`src/rtl/hazard_ctrl_v2.sv`:
```
// Hazard and forwarding controller for the 5-stage pipeline: stall/flush arbitration,
// D/E forwarding selects, mul/div stall sequencing and a saturating stall-cycle counter.
module hazard_ctrl_v2 #(
    parameter int REG_W    = 7,
    parameter int MD_DRAIN = 2,
    parameter int CNT_W    = 32
) (
    input  logic             clk,
    input  logic             resetn,
    input  logic             exc_flush,
    input  logic             exc_stall,
    input  logic             mem_stall,
    input  logic             branch_d,
    input  logic [REG_W-1:0] rs_d,
    input  logic [REG_W-1:0] rt_d,
    input  logic [REG_W-1:0] rs_e,
    input  logic [REG_W-1:0] rt_e,
    input  logic [REG_W-1:0] wreg_e,
    input  logic [REG_W-1:0] wreg_m,
    input  logic [REG_W-1:0] wreg_w,
    input  logic             regwrite_e,
    input  logic             regwrite_m,
    input  logic             regwrite_w,
    input  logic             memread_e,
    input  logic             memread_m,
    input  logic             md_req,
    input  logic             md_done,
    output logic             stall_f,
    output logic             stall_d,
    output logic             stall_e,
    output logic             stall_m,
    output logic             stall_w,
    output logic             flush_d,
    output logic             flush_e,
    output logic             flush_m,
    output logic             flush_w,
    output logic [1:0]       fwd_a_d,
    output logic [1:0]       fwd_b_d,
    output logic [1:0]       fwd_a_e,
    output logic [1:0]       fwd_b_e,
    output logic             md_busy,
    output logic [CNT_W-1:0] stall_cnt
);

    localparam int DCNT_W = (MD_DRAIN > 1) ? $clog2(MD_DRAIN) : 1;
    localparam logic [DCNT_W-1:0] DRAIN_INIT =
        (MD_DRAIN > 0) ? DCNT_W'(MD_DRAIN - 1) : {DCNT_W{1'b0}};

    typedef enum logic [1:0] {
        ST_IDLE  = 2'd0,
        ST_BUSY  = 2'd1,
        ST_DRAIN = 2'd2
    } state_t;

    state_t            state_r, state_nx_s;
    logic [DCNT_W-1:0] dcnt_r, dcnt_nx_s;
    logic [CNT_W-1:0]  stall_cnt_r;
    logic              load_use_s;
    logic [4:0]        stall_v_s;   // {f, d, e, m, w}
    logic [3:0]        flush_v_s;   // {d, e, m, w}
    logic [1:0]        fwd_a_d_s, fwd_b_d_s, fwd_a_e_s, fwd_b_e_s;

    // Register index 0 is hardwired zero and never matches a producer.
    function automatic logic reg_match(input logic [REG_W-1:0] dst,
                                       input logic [REG_W-1:0] src,
                                       input logic             we);
        return we && (dst == src) && (dst != {REG_W{1'b0}});
    endfunction

    function automatic logic [1:0] fwd_e_sel(input logic [REG_W-1:0] src,
                                             input logic [REG_W-1:0] wm,
                                             input logic [REG_W-1:0] ww,
                                             input logic             wem,
                                             input logic             rdm,
                                             input logic             wew);
        if (reg_match(wm, src, wem) && !rdm) return 2'b10;
        else if (reg_match(ww, src, wew))    return 2'b01;
        else                                 return 2'b00;
    endfunction

    function automatic logic [1:0] fwd_d_sel(input logic [REG_W-1:0] src,
                                             input logic [REG_W-1:0] we_idx,
                                             input logic [REG_W-1:0] wm_idx,
                                             input logic             rwe,
                                             input logic             rwm,
                                             input logic             rde,
                                             input logic             rdm,
                                             input logic             br);
        if (!br)                                      return 2'b00;
        else if (reg_match(we_idx, src, rwe) && !rde) return 2'b01;
        else if (reg_match(wm_idx, src, rwm) && !rdm) return 2'b10;
        else                                          return 2'b00;
    endfunction

    // Forwarding selects and load-use detection, independent of stall arbitration.
    always_comb begin
        fwd_a_e_s  = fwd_e_sel(rs_e, wreg_m, wreg_w, regwrite_m, memread_m, regwrite_w);
        fwd_b_e_s  = fwd_e_sel(rt_e, wreg_m, wreg_w, regwrite_m, memread_m, regwrite_w);
        fwd_a_d_s  = fwd_d_sel(rs_d, wreg_e, wreg_m, regwrite_e, regwrite_m,
                               memread_e, memread_m, branch_d);
        fwd_b_d_s  = fwd_d_sel(rt_d, wreg_e, wreg_m, regwrite_e, regwrite_m,
                               memread_e, memread_m, branch_d);
        load_use_s = (memread_e && (reg_match(wreg_e, rs_d, regwrite_e) ||
                                    reg_match(wreg_e, rt_d, regwrite_e))) ||
                     (branch_d && memread_m && (reg_match(wreg_m, rs_d, regwrite_m) ||
                                                reg_match(wreg_m, rt_d, regwrite_m)));
    end

    // Mul/div FSM state and drain counter register.
    always_ff @(posedge clk or negedge resetn) begin
        if (!resetn) begin
            state_r <= ST_IDLE;
            dcnt_r  <= {DCNT_W{1'b0}};
        end else begin
            state_r <= state_nx_s;
            dcnt_r  <= dcnt_nx_s;
        end
    end

    // Next-state logic; exceptions abort the sequence, memory wait states freeze it.
    always_comb begin
        state_nx_s = state_r;
        dcnt_nx_s  = dcnt_r;
        if (exc_flush || exc_stall) begin
            state_nx_s = ST_IDLE;
            dcnt_nx_s  = {DCNT_W{1'b0}};
        end else if (mem_stall) begin
            state_nx_s = state_r;
            dcnt_nx_s  = dcnt_r;
        end else begin
            case (state_r)
                ST_IDLE: begin
                    if (md_req && !md_done) state_nx_s = ST_BUSY;
                    else                    state_nx_s = ST_IDLE;
                end
                ST_BUSY: begin
                    if (md_done) begin
                        if (MD_DRAIN == 0) begin
                            state_nx_s = ST_IDLE;
                        end else begin
                            state_nx_s = ST_DRAIN;
                            dcnt_nx_s  = DRAIN_INIT;
                        end
                    end else begin
                        state_nx_s = ST_BUSY;
                    end
                end
                ST_DRAIN: begin
                    if (dcnt_r == {DCNT_W{1'b0}}) begin
                        state_nx_s = ST_IDLE;
                    end else begin
                        dcnt_nx_s  = dcnt_r - DCNT_W'(1);
                    end
                end
                default: begin
                    state_nx_s = ST_IDLE;
                    dcnt_nx_s  = {DCNT_W{1'b0}};
                end
            endcase
        end
    end

    // Stall/flush arbitration; only the highest-priority source drives the controls.
    always_comb begin
        stall_v_s = 5'b00000;
        flush_v_s = 4'b0000;
        if (!resetn) begin
            stall_v_s = 5'b00000;
            flush_v_s = 4'b0000;
        end else if (exc_flush) begin
            flush_v_s = 4'b1111;
        end else if (exc_stall) begin
            stall_v_s = 5'b11111;
            flush_v_s = 4'b1111;
        end else if (mem_stall) begin
            stall_v_s = 5'b11110;
            flush_v_s = 4'b0001;
        end else if (state_r == ST_BUSY) begin
            stall_v_s = 5'b11100;
            flush_v_s = 4'b0010;
        end else if (state_r == ST_DRAIN || load_use_s) begin
            stall_v_s = 5'b11000;
            flush_v_s = 4'b0100;
        end else begin
            stall_v_s = 5'b00000;
            flush_v_s = 4'b0000;
        end
    end

    assign {stall_f, stall_d, stall_e, stall_m, stall_w} = stall_v_s;
    assign {flush_d, flush_e, flush_m, flush_w}          = flush_v_s;
    assign fwd_a_d   = resetn ? fwd_a_d_s : 2'b00;
    assign fwd_b_d   = resetn ? fwd_b_d_s : 2'b00;
    assign fwd_a_e   = resetn ? fwd_a_e_s : 2'b00;
    assign fwd_b_e   = resetn ? fwd_b_e_s : 2'b00;
    assign md_busy   = resetn && (state_r != ST_IDLE);
    assign stall_cnt = stall_cnt_r;

    // Saturating count of front-end stall cycles.
    always_ff @(posedge clk or negedge resetn) begin
        if (!resetn) begin
            stall_cnt_r <= {CNT_W{1'b0}};
        end else if (stall_v_s[4] && (stall_cnt_r != {CNT_W{1'b1}})) begin
            stall_cnt_r <= stall_cnt_r + CNT_W'(1);
        end else begin
            stall_cnt_r <= stall_cnt_r;
        end
    end

endmodule

```
`config.mk`:
```
export PLATFORM = sky130hd
export DESIGN_NAME = hazard_ctrl_v2
export DESIGN_NICKNAME = d
export VERILOG_FILES = /design/src/rtl/hazard_ctrl_v2.sv
export SDC_FILE = /design/constraint.sdc
export NUM_CORES = 1
export LEC_CHECK = 0
export BUFFER_PORTS_ARGS = -buffer_cell sky130_fd_sc_hd__buf_2
export CAP_MARGIN = 30
export CORE_MARGIN = 5
export CORE_UTILIZATION = 49
export CTS_BUF_LIST = sky130_fd_sc_hd__clkbuf_16
export DETAILED_ROUTE_END_ITERATION = 10
export PLACE_DENSITY = 0.9
export SYNTH_ARGS = -nofsm -noshare
export SYNTH_HDL_FRONTEND = slang
export SYNTH_SLANG_ARGS = --single-unit
```
`constraint.sdc`:
```
create_clock -name clk -period 2.35 [get_ports clk]
set_input_delay 0.235 -clock clk [delete_from_list [all_inputs] [get_ports clk]]
set_output_delay 0.235 -clock clk [all_outputs]
set_load 0.01 [all_outputs]
```
==> metrics, run 1 <==
met2 wire length around 4000 um; Worst Path Buf+Inv 2; WS Path Type in2out; crit share post-route 0.950; sequential area share after synthesis 0.321; cell family with most CP delay simple AND/OR/NAND/NOR gates; final setup vio count 0; initial antenna violation count 0; site row count 27; Seq cells post-synth 35; Setup TNS Final 0 ns; syn avg cell area between 9 and 10 sq um; gpl congestion just under 1; Lkg Pwr around 1.6 nW; global-route wire length before repair between 10000 and 15000 um; fin crit period 2.23 ns; pwr/cell area between 500 and 600 nW/um^2; Clock Path Buffers 2; vias in the first global route ~2700; Die Wd roughly 85 um; Crit path top cell by count buf_2; overall power after layout 1.79 mW; DR vias 2690; count leader, synth xnor2_1; status finished, final reports clean; CTS Buf Count 5; VDD IR max 0.000326 V; max_cap viols 0; Layout Nets 475; Die Height between 80 and 90 um; Slew Limit Fails 0; Yosys Warn Count 0; Layout area overhead 26.4%; ys async rst share 1.00; # DRC 0; CTS tree built; Post-Syn Instances around 300; Cell variety after synth 43; Fillers 469; Slew Limit Headroom 0.666; fmax roughly 450 MHz; Clock transition at path regs 0.05 ns; detailed placer's ending HPWL 6040 um; register area roughly 900 sq um; drt pass-1 iters 4; Worst Skew between 0.006 and 0.007 ns; # clock sinks 35; post-CTS setup buffers 0; htree depth 2; largest area contributor in the netlist dfrtp_1; antenna-violating nets left 0; initial core utilization 0.499; crit path DAT ~2.0 ns; Post-synth top cells 58 x xnor2_1, 35 x dfrtp_1, 29 x xor2_1; initial DRC count around 170; Detailed Route WL 7580 um; Yosys top cell area share 0.321; Top Layer Used met4; Area contributors post-synth dfrtp_1 32%, xnor2_1 19%, xor2_1 9.3%; Multi-input gate area around 1700 sq um; core box area between 5000 and 6000 sq um; worst hold path class in2reg; Worst Tran Pin Value 0.499 ns; largest net degree at the start of global routing 32; via/cell ratio between 5 and 6; ratio of cells with drive above 1 in the final layout 0.332; Crit Path Max Fanout 11; met3 routed WL ~500 um; Largest stage delay, worst path 0.55 ns; CP startpoint kind input pin; Die Area between 7000 and 8000 sq um; ANT cells 0; crit end category primary output; clock latency on the worst-skew pair roughly 0.28 ns; hold slack final 0.178 ns; PortBufs around 110; Mapped Area approximately 2700 sq um; # IOs between 100 and 150; Req. time, crit path approximately 2.1 ns; Mapped Nets approximately 370; clk root buf clkbuf_16; Fin. Hold Viols 0; dominant synthesized flop cell dfrtp_1; routed length per instance ~16 um; GRT Total Usage 0.211; Met1 Wirelength ~2800 um; Cell Chain, Critical Path buf_2, or4_4, o41ai_4, nor2_1, o21ai_2, nand4_4, and2_1, buf_2; Critical Path Slowest Stage Cell or4_4; Post-synth EDFFs 0; grt ovf 0
-- cell type report --
cell class	instances	share of cell area
Sequential cell	35	0.254
Tap cell	72	0.0261
Clock buffer	5	0.0362
Multi-Input combinational cell	247	0.498
Timing Repair Buffer	117	0.175
Clock inverter	3	0.00435
Inverter	6	0.00652
-- registers in the layout, indices dropped and copies added, names as in the netlist --
name / flops
stall_cnt: 32
dcnt_r: 1
state_r: 2
-- worst register-to-register path, cell delays in order (launching register included) --
cell,delay (ns)
dfrtp_1,0.42
ha_1,0.25
nand4_1,0.16
nor2_1,0.06
nand3_1,0.18
nor2_2,0.10
buf_4,0.17
nor2_2,0.35
nand4_1,0.20
xnor2_1,0.15
-- where the power goes --
part	internal, mW	leakage (nW)	switching (mW)
Combinational	0.204	1.02	0.233
Clock	0.385	0.0649	0.247
Sequential	0.655	0.474	0.0646
-- stage by stage --
stage / utilization / setup WS (ns) / instance area (sq um) / cells
2_1_floorplan: - / 0.177 / 2730 / 302
3_3_place_gp: 0.602 / 0.134 / 3290 / 476
3_5_place_dp: 0.602 / 0.110 / 3290 / 476
4_1_cts: 0.629 / 0.102 / 3440 / 485
5_1_grt: 0.631 / -0.00964 / 3450 / 485
6_report: 0.631 / 0.117 / 3450 / 485
-- timing repair --
item / 4_1_cts / 5_1_grt
endpoints found under the setup margin: 0 / 7
hold buffers: 1 / 0
endpoints found under the hold margin: 10 / 0
resized for setup: 0 / 2
-- per-layer routing --
metal	GRT usage	vias to the layer above
li1	-	1272
met1	0.236	1298
met2	0.386	100
met3	0.0510	20
met4	0.0763	0
met5	0	-
-- final timing paths --
kind | startpoint | cells past startpoint | to | slack [ns]
worst min register to register | stall_cnt[27]$_DFFE_PN0P_ | 1 | stall_cnt[27]$_DFFE_PN0P_ | 0.49
min in group asynchronous | resetn | 3 | stall_cnt[2]$_DFFE_PN0P_ | 0.48
worst max register to register | stall_cnt[0]$_DFFE_PN0P_ | 9 | stall_cnt[25]$_DFFE_PN0P_ | 0.19
max in group asynchronous | resetn | 3 | stall_cnt[18]$_DFFE_PN0P_ | 1.51
worst min-delay path | exc_flush | 2 | state_r[1]$_DFFE_PN0P_ | 0.18
worst max-delay path | wreg_m[3] | 8 | stall_d | 0.12
-- logic make-up (layout without fill, tap and decap cells) --
group,Yosys count,in the layout,share of synthesized area
AO/OA/AOI/OAI,16,16,0.0545
multiplexers,1,1,0.00412
flip-flops,35,35,0.321
adder cells (fa/ha/maj),1,1,0.00458
AND/OR/NAND/NOR,142,142,0.284
buffers and inverters,20,131,0.0527
XOR/XNOR,87,87,0.279
-- cells in the final DEF, fill, tap and decap left out, drive strengths merged, types with 2 or more instances in the layout --
| master | count |
|---|---|
| nor2b | 2 |
| inv | 6 |
| nand2 | 24 |
| a21oi | 2 |
| buf | 116 |
| o211a | 2 |
| nor2 | 20 |
| o21ai | 2 |
| clkbuf | 5 |
| nand3 | 24 |
| and3 | 6 |
| nand3b | 3 |
| and4 | 2 |
| xor2 | 29 |
| xnor2 | 58 |
| and2 | 4 |
| nor3 | 21 |
| a21boi | 3 |
| nand2b | 2 |
| dfrtp | 35 |
| nand4 | 17 |
| nand4b | 2 |
| nor4 | 9 |
| or2 | 2 |
| clkinv | 2 |
No activity file was read; power rests on OpenSTA's default activity.
==> run 2: changes to the inputs <==
--- a/config.mk
+++ b/config.mk
@@ -5,13 +5,14 @@
 export SDC_FILE = /design/constraint.sdc
 export NUM_CORES = 1
 export LEC_CHECK = 0
+export ABC_AREA = 1
 export BUFFER_PORTS_ARGS = -buffer_cell sky130_fd_sc_hd__buf_2
 export CAP_MARGIN = 30
 export CORE_MARGIN = 5
-export CORE_UTILIZATION = 49
+export CORE_UTILIZATION = 52
 export CTS_BUF_LIST = sky130_fd_sc_hd__clkbuf_16
 export DETAILED_ROUTE_END_ITERATION = 10
-export PLACE_DENSITY = 0.9
+export PLACE_DENSITY = 0.91
 export SYNTH_ARGS = -nofsm -noshare
 export SYNTH_HDL_FRONTEND = slang
 export SYNTH_SLANG_ARGS = --single-unit
==> run 2 against run 1 <==
Effect of this change: critical path type is now reg2reg; cell area is 23% higher; sequential share of layout area down 4.8 points; sequential power down 3%.
==> metrics, run 2 <==
Mapped Area ~3400 sq um; Seq cells post-synth 35; Fillers roughly 560; Setup TNS Final 0 ns; clock latency on the worst-skew pair ~0.28 ns; largest net degree at the start of global routing 33; PortBufs between 100 and 150; crit end category flop; pwr/cell area ~450 nW/um^2; Post-synth top cells 190 x nand2_1, 63 x nor2_1, 62 x inv_1; Placement Cell Area between 4000 and 5000 sq um; Area contributors post-synth dfrtp_1 26%, nand2_1 21%, nand4_1 7.6%; worst hold path class in2reg; CTS Buf Count 5; unrepaired setup endpoints after global routing false; drt pass-1 iters 5; Req. time, crit path 2.51 ns; Design Area, Final ~4300 sq um; fmax roughly 460 MHz; # clock sinks 35; Crit Path Max Fanout 32; Die Height just over 90 um; initial DRC count between 300 and 400; VDD IR max 0.000431 V; final setup vio count 0; hold slack final around 0.25 ns; Slew Limit Fails 0; count leader, synth nand2_1; routed length per instance approximately 15 um; Cell variety after synth 33; vias in the first global route between 3000 and 4000; gpl congestion about 0.95; detailed placer's ending HPWL ~8600 um; Slew Limit Headroom 0.660; grt ovf 0; largest area contributor in the netlist dfrtp_1; most frequent cells in the layout 190 x nand2_1, 111 x buf_2, 62 x inv_1, 62 x nor2_1, 41 x nand4_1; initial antenna violation count 0; Post-synth EDFFs 0; sequential area share after synthesis 0.259; # IOs about 110; crit share post-route 0.916; core box area between 6000 and 7000 sq um; Detailed Route WL approximately 11000 um; Post-Syn Instances roughly 550; Layout area overhead 25.9%; clk root buf clkbuf_16; htree depth 2; ys async rst share 1.00; GRT Total Usage 0.263; status finished, final reports clean; Yosys Warn Count 0; DR vias slightly above 4000; CP startpoint kind flop; Worst Tran Pin Value about 0.51 ns; initial core utilization 0.532; CTS tree built; Fin. Hold Viols 0; Cell Chain, Critical Path ha_2, nand3_2, inv_2, nand2_1, nor2_1, nand3_1, nor3_2, nand3_2, buf_4, buf_12, nand4_1, nand2_1; crit path DAT between 2 and 2.5 ns; Lkg Pwr roughly 2.4 nW; Critical Path Slowest Stage Cell dfrtp_1; syn avg cell area roughly 6 sq um; Mapped Nets a little over 600; ratio of cells with drive above 1 in the final layout 0.213; dominant synthesized flop cell dfrtp_1; Worst R2R Setup Slack slightly below 0.2 ns; Die Area slightly above 8000 sq um; # DRC 0; global-route wire length before repair between 15000 and 20000 um; end-of-flow core utilization 0.670; via/cell ratio between 5 and 6; Die Wd slightly above 90 um; max_cap viols 0; Clock Path Buffers 2; ANT cells 0; fin crit period between 2 and 2.5 ns; antenna-violating nets left 0; Clock transition at path regs about 0.050 ns; commonest non-fill, non-tap cell in the layout nand2_1; Yosys top cell area share 0.259; Worst Skew ~0.004 ns; site row count 29; Largest register FFs 32; Largest stage delay, worst path around 0.40 ns; WS Path Type reg2reg; Layout Nets 728
## run 2: timing repair
item                                    CTS  global route
endpoints found under the hold margin    10             0
hold buffers                              1             0
setup buffers                             0             5
endpoints found under the setup margin    0            33
gates resized for setup                   0             6
## run 2: cell type report
class | instances | area (sq um) | share of cell area
Inverter | 63 | 236 | 0.0556
Clock inverter | 3 | 38.8 | 0.00912
Timing Repair Buffer | 124 | 672 | 0.158
Sequential cell | 35 | 876 | 0.206
Tap cell | 77 | 96.3 | 0.0227
Multi-Input combinational cell | 436 | 2210 | 0.519
Clock buffer | 5 | 125 | 0.0294
## run 2: final timing paths
| check | startpoint | to | cells after the start |
|---|---|---|---|
| min in group asynchronous | resetn | stall_cnt[6]$_DFFE_PN0P_ | 3 |
| worst max register to register | stall_cnt[1]$_DFFE_PN0P_ | stall_cnt[17]$_DFFE_PN0P_ | 12 |
| max in group asynchronous | resetn | stall_cnt[12]$_DFFE_PN0P_ | 3 |
| worst max-delay path | stall_cnt[1]$_DFFE_PN0P_ | stall_cnt[17]$_DFFE_PN0P_ | 12 |
| worst min-delay path | md_done | state_r[0]$_DFFE_PN0P_ | 4 |
| worst min register to register | dcnt_r$_DFFE_PN0P_ | dcnt_r$_DFFE_PN0P_ | 2 |
## run 2: cells by family (layout without fill, tap and decap cells)
| kind of cell | count (synthesis) | after routing | synth area share |
|---|---|---|---|
| simple gates | 355 | 356 | 0.464 |
| compound gates | 31 | 31 | 0.0548 |
| xor+xnor | 48 | 48 | 0.124 |
| buf+inv | 77 | 195 | 0.0937 |
| fa+ha+maj | 1 | 1 | 0.00370 |
| flops | 35 | 35 | 0.259 |
## run 2: per-stage QoR
| stage | setup WS, ns | cells | power [mW] |
|---|---|---|---|
| after CTS | 0.0991 | 737 | 1.89 |
| after detailed placement | 0.122 | 728 | 1.15 |
| after global routing | 0.00543 | 743 | 2.02 |
| final | 0.196 | 743 | 1.93 |
| after global placement | 0.223 | 728 | 1.14 |
| after floorplan | 0.479 | 547 | 0.943 |
## run 2: worst max-delay path, delay by kind of cell, from the launching register on
kind          cells  cell delay, ns
fa+ha+maj         1            0.23
flops             1            0.40
buf+inv           3            0.43
simple gates      8            0.95
## run 2: routing by layer
metal	track usage	vias to the layer above	routed length, um
met2	0.413	198	5220
met5	0	-	0
li1	-	2018	-
met1	0.367	1873	4770
met4	0.0819	0	259
met3	0.0467	32	894
## run 2: where the power goes
group          switching [mW]  internal (mW)
clock                   0.244          0.494
combinational           0.285          0.204
sequential             0.0632          0.638
